===== config.mk =====
export PLATFORM = sky130hd
export DESIGN_NAME = snes_pad_reader
export DESIGN_NICKNAME = d
export VERILOG_FILES = /design/src/rtl/snes_pkg.sv /design/src/rtl/snes_sync.sv /design/src/rtl/snes_pad_reader.sv
export SDC_FILE = /design/constraint.sdc
export NUM_CORES = 1
export LEC_CHECK = 0
export ABC_AREA = 1
export BUFFER_PORTS_ARGS = -buffer_cell sky130_fd_sc_hd__buf_2
export CORE_UTILIZATION = 57
export DETAILED_ROUTE_END_ITERATION = 6
export PLACE_DENSITY = 0.75
export SYNTH_ARGS = -nofsm -noshare
export SYNTH_HDL_FRONTEND = slang
export SYNTH_SLANG_ARGS = --single-unit

===== constraint.sdc =====
create_clock -name i_clk -period 7.28 [get_ports i_clk]
set_input_delay 0.728 -clock i_clk [delete_from_list [all_inputs] [get_ports i_clk]]
set_output_delay 0.728 -clock i_clk [all_outputs]
set_load 0.01 [all_outputs]

===== src/rtl/snes_pkg.sv =====
// Shared types and defaults for the SNES/NES serial pad poller.
package snes_pkg;

    typedef enum logic [2:0] {
        ST_IDLE,
        ST_LATCH,
        ST_CLK_LO,
        ST_CLK_HI,
        ST_DONE
    } state_t;

    localparam int DEF_POLL_DIV  = 1666667;
    localparam int DEF_LATCH_CYC = 1200;
    localparam int DEF_HALF_CYC  = 600;
    localparam int DEF_NUM_PADS  = 2;
    localparam int DEF_NUM_BITS  = 16;

    // Bit k of pad p lands here in the flat buttons word.
    function automatic int unsigned bit_pos(input int unsigned p, input int unsigned k,
                                            input int unsigned nbits);
        return p * nbits + k;
    endfunction

endpackage


===== src/rtl/snes_sync.sv =====
// Parametrised-width two-flop synchroniser for asynchronous pad inputs.
module snes_sync #(
    parameter int               WIDTH   = 1,
    parameter logic [WIDTH-1:0] RST_VAL = '0
) (
    input  logic             i_clk,
    input  logic             i_rst,
    input  logic [WIDTH-1:0] i_d,
    output logic [WIDTH-1:0] o_q
);

    logic [WIDTH-1:0] r_meta;
    logic [WIDTH-1:0] r_sync;

    always_ff @(posedge i_clk or posedge i_rst) begin
        if (i_rst) begin
            r_meta <= RST_VAL;
            r_sync <= RST_VAL;
        end else begin
            r_meta <= i_d;
            r_sync <= r_meta;
        end
    end

    assign o_q = r_sync;

endmodule


===== src/rtl/snes_pad_reader.sv =====
// Serial pad poller: drives latch/clock, shifts all pads in parallel, flags changes.
// Define SNES_DEBOUNCE_EN to accept a pad word only after two identical frames.
module snes_pad_reader
    import snes_pkg::*;
#(
    parameter int POLL_DIV  = DEF_POLL_DIV,
    parameter int LATCH_CYC = DEF_LATCH_CYC,
    parameter int HALF_CYC  = DEF_HALF_CYC,
    parameter int NUM_PADS  = DEF_NUM_PADS,
    parameter int NUM_BITS  = DEF_NUM_BITS
) (
    input  logic                         i_clk,
    input  logic                         i_rst,
    input  logic                         i_enable,
    input  logic [NUM_PADS-1:0]          i_pad_data,
    output logic                         o_data_latch,
    output logic                         o_data_clock,
    output logic [NUM_PADS*NUM_BITS-1:0] o_buttons,
    output logic                         o_valid,
    output logic [NUM_PADS-1:0]          o_changed,
    output logic                         o_irq,
    input  logic                         i_irq_ack
);

    localparam int MAXC = (LATCH_CYC > HALF_CYC) ? LATCH_CYC : HALF_CYC;
    localparam int PCW  = (POLL_DIV > 1) ? $clog2(POLL_DIV) : 1;
    localparam int CW   = (MAXC > 1) ? $clog2(MAXC) : 1;
    localparam int KW   = (NUM_BITS > 1) ? $clog2(NUM_BITS) : 1;

    localparam logic [PCW-1:0] POLL_LAST  = PCW'(POLL_DIV - 1);
    localparam logic [CW-1:0]  LATCH_LAST = CW'(LATCH_CYC - 1);
    localparam logic [CW-1:0]  HALF_LAST  = CW'(HALF_CYC - 1);
    localparam logic [KW-1:0]  BIT_LAST   = KW'(NUM_BITS - 1);

    state_t                            r_state;
    logic [PCW-1:0]                    r_poll_cnt;
    logic [CW-1:0]                     r_cnt;
    logic [KW-1:0]                     r_bit;
    logic                              r_latch;
    logic                              r_dclk;
    logic                              r_valid;
    logic                              r_irq;
    logic [NUM_PADS-1:0]               r_changed;
    logic [NUM_PADS-1:0][NUM_BITS-1:0] r_shift;
    logic [NUM_PADS-1:0][NUM_BITS-1:0] r_buttons;
`ifdef SNES_DEBOUNCE_EN
    logic [NUM_PADS-1:0][NUM_BITS-1:0] r_prev;
`endif

    logic                              w_tick;
    logic [NUM_PADS-1:0]               w_sync;
    logic [NUM_PADS-1:0]               w_accept;
    logic [NUM_PADS-1:0]               w_set;
    logic [NUM_PADS-1:0]               w_changed_nxt;
    logic [NUM_PADS-1:0][NUM_BITS-1:0] w_shift_nxt;
    logic [NUM_PADS-1:0][NUM_BITS-1:0] w_btn_nxt;

    // Pads idle high (nothing pressed), so the synchroniser resets to ones.
    snes_sync #(
        .WIDTH   (NUM_PADS),
        .RST_VAL ({NUM_PADS{1'b1}})
    ) u_sync (
        .i_clk (i_clk),
        .i_rst (i_rst),
        .i_d   (i_pad_data),
        .o_q   (w_sync)
    );

    assign w_tick = (r_poll_cnt == POLL_LAST);

    always_ff @(posedge i_clk or posedge i_rst) begin
        if (i_rst)       r_poll_cnt <= '0;
        else if (w_tick) r_poll_cnt <= '0;
        else             r_poll_cnt <= r_poll_cnt + 1'b1;
    end

    // Bits shift in from the top, so bit 0 (first out of the pad) ends at index 0.
    for (genvar p = 0; p < NUM_PADS; p++) begin : g_pad
        assign w_shift_nxt[p] = {~w_sync[p], r_shift[p][NUM_BITS-1:1]};
`ifdef SNES_DEBOUNCE_EN
        assign w_accept[p] = (r_shift[p] == r_prev[p]);
`else
        assign w_accept[p] = 1'b1;
`endif
        assign w_set[p]     = w_accept[p] && (r_shift[p] != r_buttons[p]);
        assign w_btn_nxt[p] = w_accept[p] ? r_shift[p] : r_buttons[p];
        for (genvar k = 0; k < NUM_BITS; k++) begin : g_bit
            assign o_buttons[bit_pos(p, k, NUM_BITS)] = r_buttons[p][k];
        end
    end

    // A fresh set in DONE survives a simultaneous ack.
    assign w_changed_nxt = (i_irq_ack ? '0 : r_changed)
                         | ((r_state == ST_DONE) ? w_set : '0);

    always_ff @(posedge i_clk or posedge i_rst) begin
        if (i_rst) begin
            r_state   <= ST_IDLE;
            r_cnt     <= '0;
            r_bit     <= '0;
            r_latch   <= 1'b0;
            r_dclk    <= 1'b1;
            r_valid   <= 1'b0;
            r_irq     <= 1'b0;
            r_changed <= '0;
            r_shift   <= '0;
            r_buttons <= '0;
`ifdef SNES_DEBOUNCE_EN
            r_prev    <= '0;
`endif
        end else begin
            r_valid   <= 1'b0;
            r_changed <= w_changed_nxt;
            r_irq     <= |w_changed_nxt;
            case (r_state)
                ST_IDLE: begin
                    if (w_tick && i_enable) begin
                        r_state <= ST_LATCH;
                        r_latch <= 1'b1;
                        r_cnt   <= '0;
                    end
                end
                ST_LATCH: begin
                    if (r_cnt == LATCH_LAST) begin
                        r_state <= ST_CLK_LO;
                        r_latch <= 1'b0;
                        r_dclk  <= 1'b0;
                        r_cnt   <= '0;
                        r_bit   <= '0;
                    end else begin
                        r_cnt <= r_cnt + 1'b1;
                    end
                end
                ST_CLK_LO: begin
                    if (r_cnt == HALF_LAST) begin
                        r_shift <= w_shift_nxt;
                        r_state <= ST_CLK_HI;
                        r_dclk  <= 1'b1;
                        r_cnt   <= '0;
                    end else begin
                        r_cnt <= r_cnt + 1'b1;
                    end
                end
                ST_CLK_HI: begin
                    if (r_cnt == HALF_LAST) begin
                        r_cnt <= '0;
                        if (r_bit == BIT_LAST) begin
                            r_state <= ST_DONE;
                        end else begin
                            r_bit   <= r_bit + 1'b1;
                            r_state <= ST_CLK_LO;
                            r_dclk  <= 1'b0;
                        end
                    end else begin
                        r_cnt <= r_cnt + 1'b1;
                    end
                end
                ST_DONE: begin
                    r_state   <= ST_IDLE;
                    r_valid   <= 1'b1;
                    r_buttons <= w_btn_nxt;
`ifdef SNES_DEBOUNCE_EN
                    r_prev    <= r_shift;
`endif
                end
                default: r_state <= ST_IDLE;
            endcase
        end
    end

    assign o_data_latch = r_latch;
    assign o_data_clock = r_dclk;
    assign o_valid      = r_valid;
    assign o_changed    = r_changed;
    assign o_irq        = r_irq;

endmodule


# [After elaboration in Yosys (flattened, before gate mapping)]
# Cells that the tools add are included.
[word_totals] register_bits=113 input_bits=6 out_inout_bits=38 wordCells=75
[classes] addsub=3 eq_ne=15 mux=25 n_bitwise=3 n_reduce_logical=14
[op_table] op="two-way mux 11 bit" n=3
[op_table] op="case mux 11 bit (3 select lines)" n=1
[op_table] op="!= test 16 bit" n=2
[op_table] op="adder 21 x 1 -> 21 bit, second input constant" n=1
[op_table] op="equality test 21 bit, second input constant" n=1
[op_table] op="two-way mux 21 bit" n=1
[op_table] op="two-way mux 3 bit" n=5
[op_table] op="two-way mux 4 bit" n=3
[op_table] op="case mux 3 bit (4 select lines)" n=1
[op_table] op="adder 11 x 1 -> 11 bit, second input constant" n=1
[op_table] op="equality test 11 x 10 -> 1 bit, second input constant" n=1
[op_table] op="equality test 11 bit, second input constant" n=1
[op_table] op="!= test 2 bit, second input constant" n=5
[op_table] op="case mux 4 bit (2 select lines)" n=1
[op_table] op="AND reduction 4 bit" n=2
[op_table] op="equality test 3 x 2 -> 1 bit, second input constant" n=2
[op_table] op="two-way mux 1 bit" n=6
[op_table] op="nonzero test 3 bit" n=2
[op_table] op="AND reduction 5 bit" n=1
[op_table] op="adder 4 x 1 -> 4 bit, second input constant" n=1
[op_table] op="equality test 4 bit, second input constant" n=1
[op_table] op="two-way mux 2 bit" n=2
[op_table] op="AND reduction 2 bit" n=2
[op_table] op="nonzero test 2 bit" n=2
[op_table] op="other kinds (10)" n=12

# [Depth between registers and ports, before layout]
[logic_depth] ltp_word=4 mapped_depth=12 depth_no_buf=11

# [Modules after synthesis]
# Synthesis repeated with hierarchy kept, for this count alone.
[hier_totals] hier_cells=768 area_unflattened_um2=5818.1
[by_module_without_submodules] mod="snes_pad_reader" n_inst=1 cells_per_inst=763 area_each_um2=5709.2 seq_area_each_um2=2728.9
[by_module_without_submodules] mod="snes_sync" n_inst=1 cells_per_inst=5 area_each_um2=108.9 seq_area_each_um2=105.1

# [Worst setup path after synthesis]
# OpenSTA, ideal clock, no wires.
[synth_path] kind="register to register" from="register r_poll_cnt[0]" to="register r_cnt[2]" setup_ps=120 t_arrival_ps=1384 required_ps=7160 setup_slack_ps=5775 stages_incl_launch_ff=13 n_path_buf=1 synth_period_minus_slack_ps=1505 cell_sequence="dfrtp_1 > inv_1 > ha_1 > inv_1 > nor2_1 > nand3_1 > nor2_2 > nand3_1 > nand2_2 > nand2_2 > buf_6 > nand2_1 > nand2_1"
[synth_via] elab_chain_cells=4
[synth_rtl] element="start: declaration" line="snes_pad_reader.sv:36" text="logic [PCW-1:0] r_poll_cnt;"
[synth_rtl] element="start signal: assignment" line="snes_pad_reader.sv:74" text="else r_poll_cnt <= r_poll_cnt + 1'b1;"
[synth_rtl] element="equality test 21 bit" line="snes_pad_reader.sv:69" text="assign w_tick = (r_poll_cnt == POLL_LAST);"
[synth_rtl] element="logical AND 1 bit" line="snes_pad_reader.sv:117" text="if (w_tick && i_enable) begin"
[synth_rtl] element="!= test 2 bit (no source line)"
[synth_rtl] element="AND reduction 2 bit (no source line)"
[synth_rtl] element="end signal: assignment" line="snes_pad_reader.sv:131" text="r_cnt <= r_cnt + 1'b1;"
[synth_rtl] element="end signal: assignment" line="snes_pad_reader.sv:141" text="r_cnt <= r_cnt + 1'b1;"
[synth_rtl] element="end signal: assignment" line="snes_pad_reader.sv:155" text="r_cnt <= r_cnt + 1'b1;"
[synth_rtl] element="end: declaration" line="snes_pad_reader.sv:37" text="logic [CW-1:0] r_cnt;"
# No other way between the ends.
# A chain may end at the register's enable or synchronous reset.

# [Final worst setup path]
[layout_path] from="register r_cnt[0]" to="register r_shift[3] (netlist bit)"
[layout_via] elab_chain_cells=2
[layout_rtl] element="equality test 11 x 10 -> 1 bit" line="snes_pad_reader.sv:135" text="if (r_cnt == HALF_LAST) begin"
[layout_rtl] element="AND reduction 2 bit (no source line)"
[layout_rtl] element="end signal: assignment" line="snes_pad_reader.sv:136" text="r_shift <= w_shift_nxt;"
[layout_rtl] element="end: declaration" line="snes_pad_reader.sv:44" text="logic [NUM_PADS-1:0][NUM_BITS-1:0] r_shift;"
# No other way between the ends.

==> results.json <==
{
  "status": "finished clean",
  "dp_hpwl_mm": 7.64,
  "reg2reg_depth": 6,
  "rows": 36,
  "rsz0062_at_grt": "false",
  "yosys.area.top_type": "dfrtp_1",
  "p_total_mw": 1.57,
  "setup_violations": 0,
  "htreeDepth": 4,
  "synth_fp_nets": 772,
  "syn-mean-instance-area_sq_um": 7.69,
  "ys_warn_count": 0,
  "port_buffers": 43,
  "cts_root_buffer": "clkbuf_8",
  "diodes": 0,
  "cellPowerDensity_nw_per_um2": 231,
  "wl_per_cell_um": 12.4,
  "grtUsageTotal": 0.245,
  "hold_viol": 0,
  "cp_num_cells": 6,
  "synthArstFlopShare": 1.00,
  "grt_antenna_before_repair": 0,
  "clock_path_buffers": 2,
  "drc": 0,
  "clk_pin_slew_ns": 0.06,
  "worstReg2RegEnd": "r_shift[3]",
  "path_class": "reg -> reg",
  "num_vias": 4781,
  "crit_chain": "ha_1 -> nand2_2 -> nor2_2 -> nand4_4 -> nand2_1 -> o21ai_2",
  "final_max_slew_viol_count": 0,
  "worst_pin_slew_ns": 1.04,
  "cts_tree": "yes",
  "drive_above_1_share": 0.164,
  "cap_violations": 0,
  "synth_seq_area_share": 0.484,
  "critPathRequiredTime_ns": 7.65,
  "cp_top_family": "simple AND/OR/NAND/NOR gates",
  "grt_start_max_net_pins": 76,
  "post-cts-setup-buffers": 0,
  "cp_slowest_stage_delay_ns": 0.78,
  "final.setup.tns_ns": 0,
  "yosys-top-cells-area": "dfrtp_1 46%, nand2_1 17%, inv_1 7.8%, nor2_1 3.8%, o21ai_2 3.6%",
  "cts_buffers": 17,
  "grt_pass1_wl_mm": 20.1,
  "syn_inst": 762,
  "netlist.area_leader.share": 0.461,
  "die_y_um": 103,
  "holdCritPathClass": "in -> async",
  "fmax_mhz": 421,
  "grt_pass1_vias": 4550,
  "mostFrequentLayoutCell": "nand2_1",
  "yosysUniqueCellTypes": 35,
  "insertion_delay_ns": 0.52,
  "final_cell_mix": "259 x nand2_1, 121 x inv_1, 108 x dfrtp_1, 60 x nor2_1, 43 x buf_2",
  "area_delta_synth_final_pct": 16.1,
  "synthFlopType": "dfrtp_1",
  "core_area_sq_um": 9860,
  "use_met3": 0.0598,
  "arrival_ns": 2.75,
  "cts-hold-fix-buffers": 0,
  "ctsResizeCount": 0,
  "synth-seq-cells": 113,
  "min_period_ns": 2.38,
  "leakage_nw": 3.40,
  "ant_nets": 0,
  "relSlewSlack": 0.303,
  "grt-ovfl-total": 0,
  "vias_per_cell": 5.01,
  "grt.busiest_layer": "met2",
  "boundaryPins": 44,
  "rr_startpoint": "r_cnt[0]",
  "gp_congestion": 0.853,
  "syn-cell-area_sq_um": 5860,
  "skew_ns": 0.00709,
  "crit_fanout": 65,
  "final_nets": 819,
  "cp-endpoint": "r_shift[3]",
  "start_util": 0.594,
  "grt_use_met2": 0.420,
  "cp-start-kind": "register",
  "ff2ff_setup_slack_ns": 4.90,
  "post-route-period-util": 0.326,
  "clock_sinks": 113,
  "firstDrtPassIters": 5,
  "slowest_stage": "nand4_4",
  "cp.buffers_inverters": 0,
  "dieArea_sq_um": 10700,
  "grtUsageMet1": 0.304,
  "cp-startpoint": "r_cnt[0]",
  "die_w_um": 103,
  "synth_edf_count": 0,
  "dr.first_iter.drc_count": 224,
  "nFillCells": 769,
  "wl_mm": 11.8,
  "critical_path.endpoint_type": "register",
  "vdd_drop_max_uv": 182
}
==> state kept, by name, summed over array words and instances (netlist names) <==
name / flops
o_data_latch: 1
r_bit: 4
o_buttons: 32
r_state: 3
o_data_clock: 1
o_changed: 2
u_sync.o_q: 2
r_poll_cnt: 21
r_cnt: 11
o_irq: 1
o_valid: 1
u_sync.r_meta: 2
r_shift: 32
==> metal layers <==
metal / up-vias / wire (um)
met2: 99 / 5840
met3: 20 / 597
met1: 2224 / 5220
met5: - / 0
met4: 0 / 152
li1: 2438 / -
==> worst reg2reg max path: stages (launching register included) <==
cell,delay [ns]
dfrtp_1,0.44
ha_1,0.25
nand2_2,0.11
nor2_2,0.19
nand4_4,0.78
nand2_1,0.37
o21ai_2,0.09
==> report_power, final <==
group	internal [mW]	switching [mW]	leakage [nW]	total (mW)
Clock	0.635	0.291	0.322	0.926
Sequential	0.631	0.000500	1.53	0.631
Combinational	0.00140	0.0124	1.55	0.0138
==> synthesized netlist by cell type, types with 4 or more instances <==
library cell and count:
nand2_1 260, inv_1 122, dfrtp_1 108, nor2_1 60
o21ai_0 41, nand3_1 30, o21ai_2 24, xor2_1 14
o21ai_1 13, nor3_1 12, a21oi_1 10, nand4_1 10
buf_6 7, nor2_2 6, dfstp_2 5, inv_2 5
nand2_2 5, buf_2 4, clkbuf_1 4, ha_1 4
==> final cells by class <==
type / instances / area, sq um / area share
multi-input combinational: 505 / 2430 / 0.358
timing repair buffer: 44 / 223 / 0.0327
tap: 133 / 166 / 0.0244
inverter: 128 / 484 / 0.0711
clock inverter: 13 / 233 / 0.0342
sequential: 113 / 2830 / 0.416
clock buffer: 19 / 432 / 0.0634
==> logic make-up (layout without fill, tap and decap cells) <==
logic type,after synthesis,count (layout),synth area share
fa+ha+maj,4,4,0.00854
simple gates,398,398,0.292
compound gates,89,89,0.0918
flops,113,113,0.484
buf+inv,144,204,0.103
xor+xnor,14,14,0.0209
==> metrics by stage <==
step,instances,hold slack (ns),setup slack [ns],cell area (sq um),util
6_report,955,0.226,4.90,6810,0.690
4_1_cts,955,0.244,4.89,6810,0.690
3_5_place_dp,923,0.348,4.96,6140,0.623
3_3_place_gp,923,0.348,5.06,6140,0.623
2_1_floorplan,762,0.345,3.57,5860,-
5_1_grt,955,0.273,4.69,6810,0.690
==> how the worst min path moves through the flow <==
stage	startpoint	to	slack, ns
floorplan	u_sync.r_meta[0]	u_sync.o_q[0]	0.35
CTS	i_rst	o_buttons[26]	0.24
global route	i_rst	o_buttons[26]	0.27
finish	i_rst	o_buttons[26]	0.23
global placement	u_sync.r_meta[0]	u_sync.o_q[0]	0.35
detailed placement	u_sync.r_meta[0]	u_sync.o_q[0]	0.35
(Power assumes the default switching activity.)
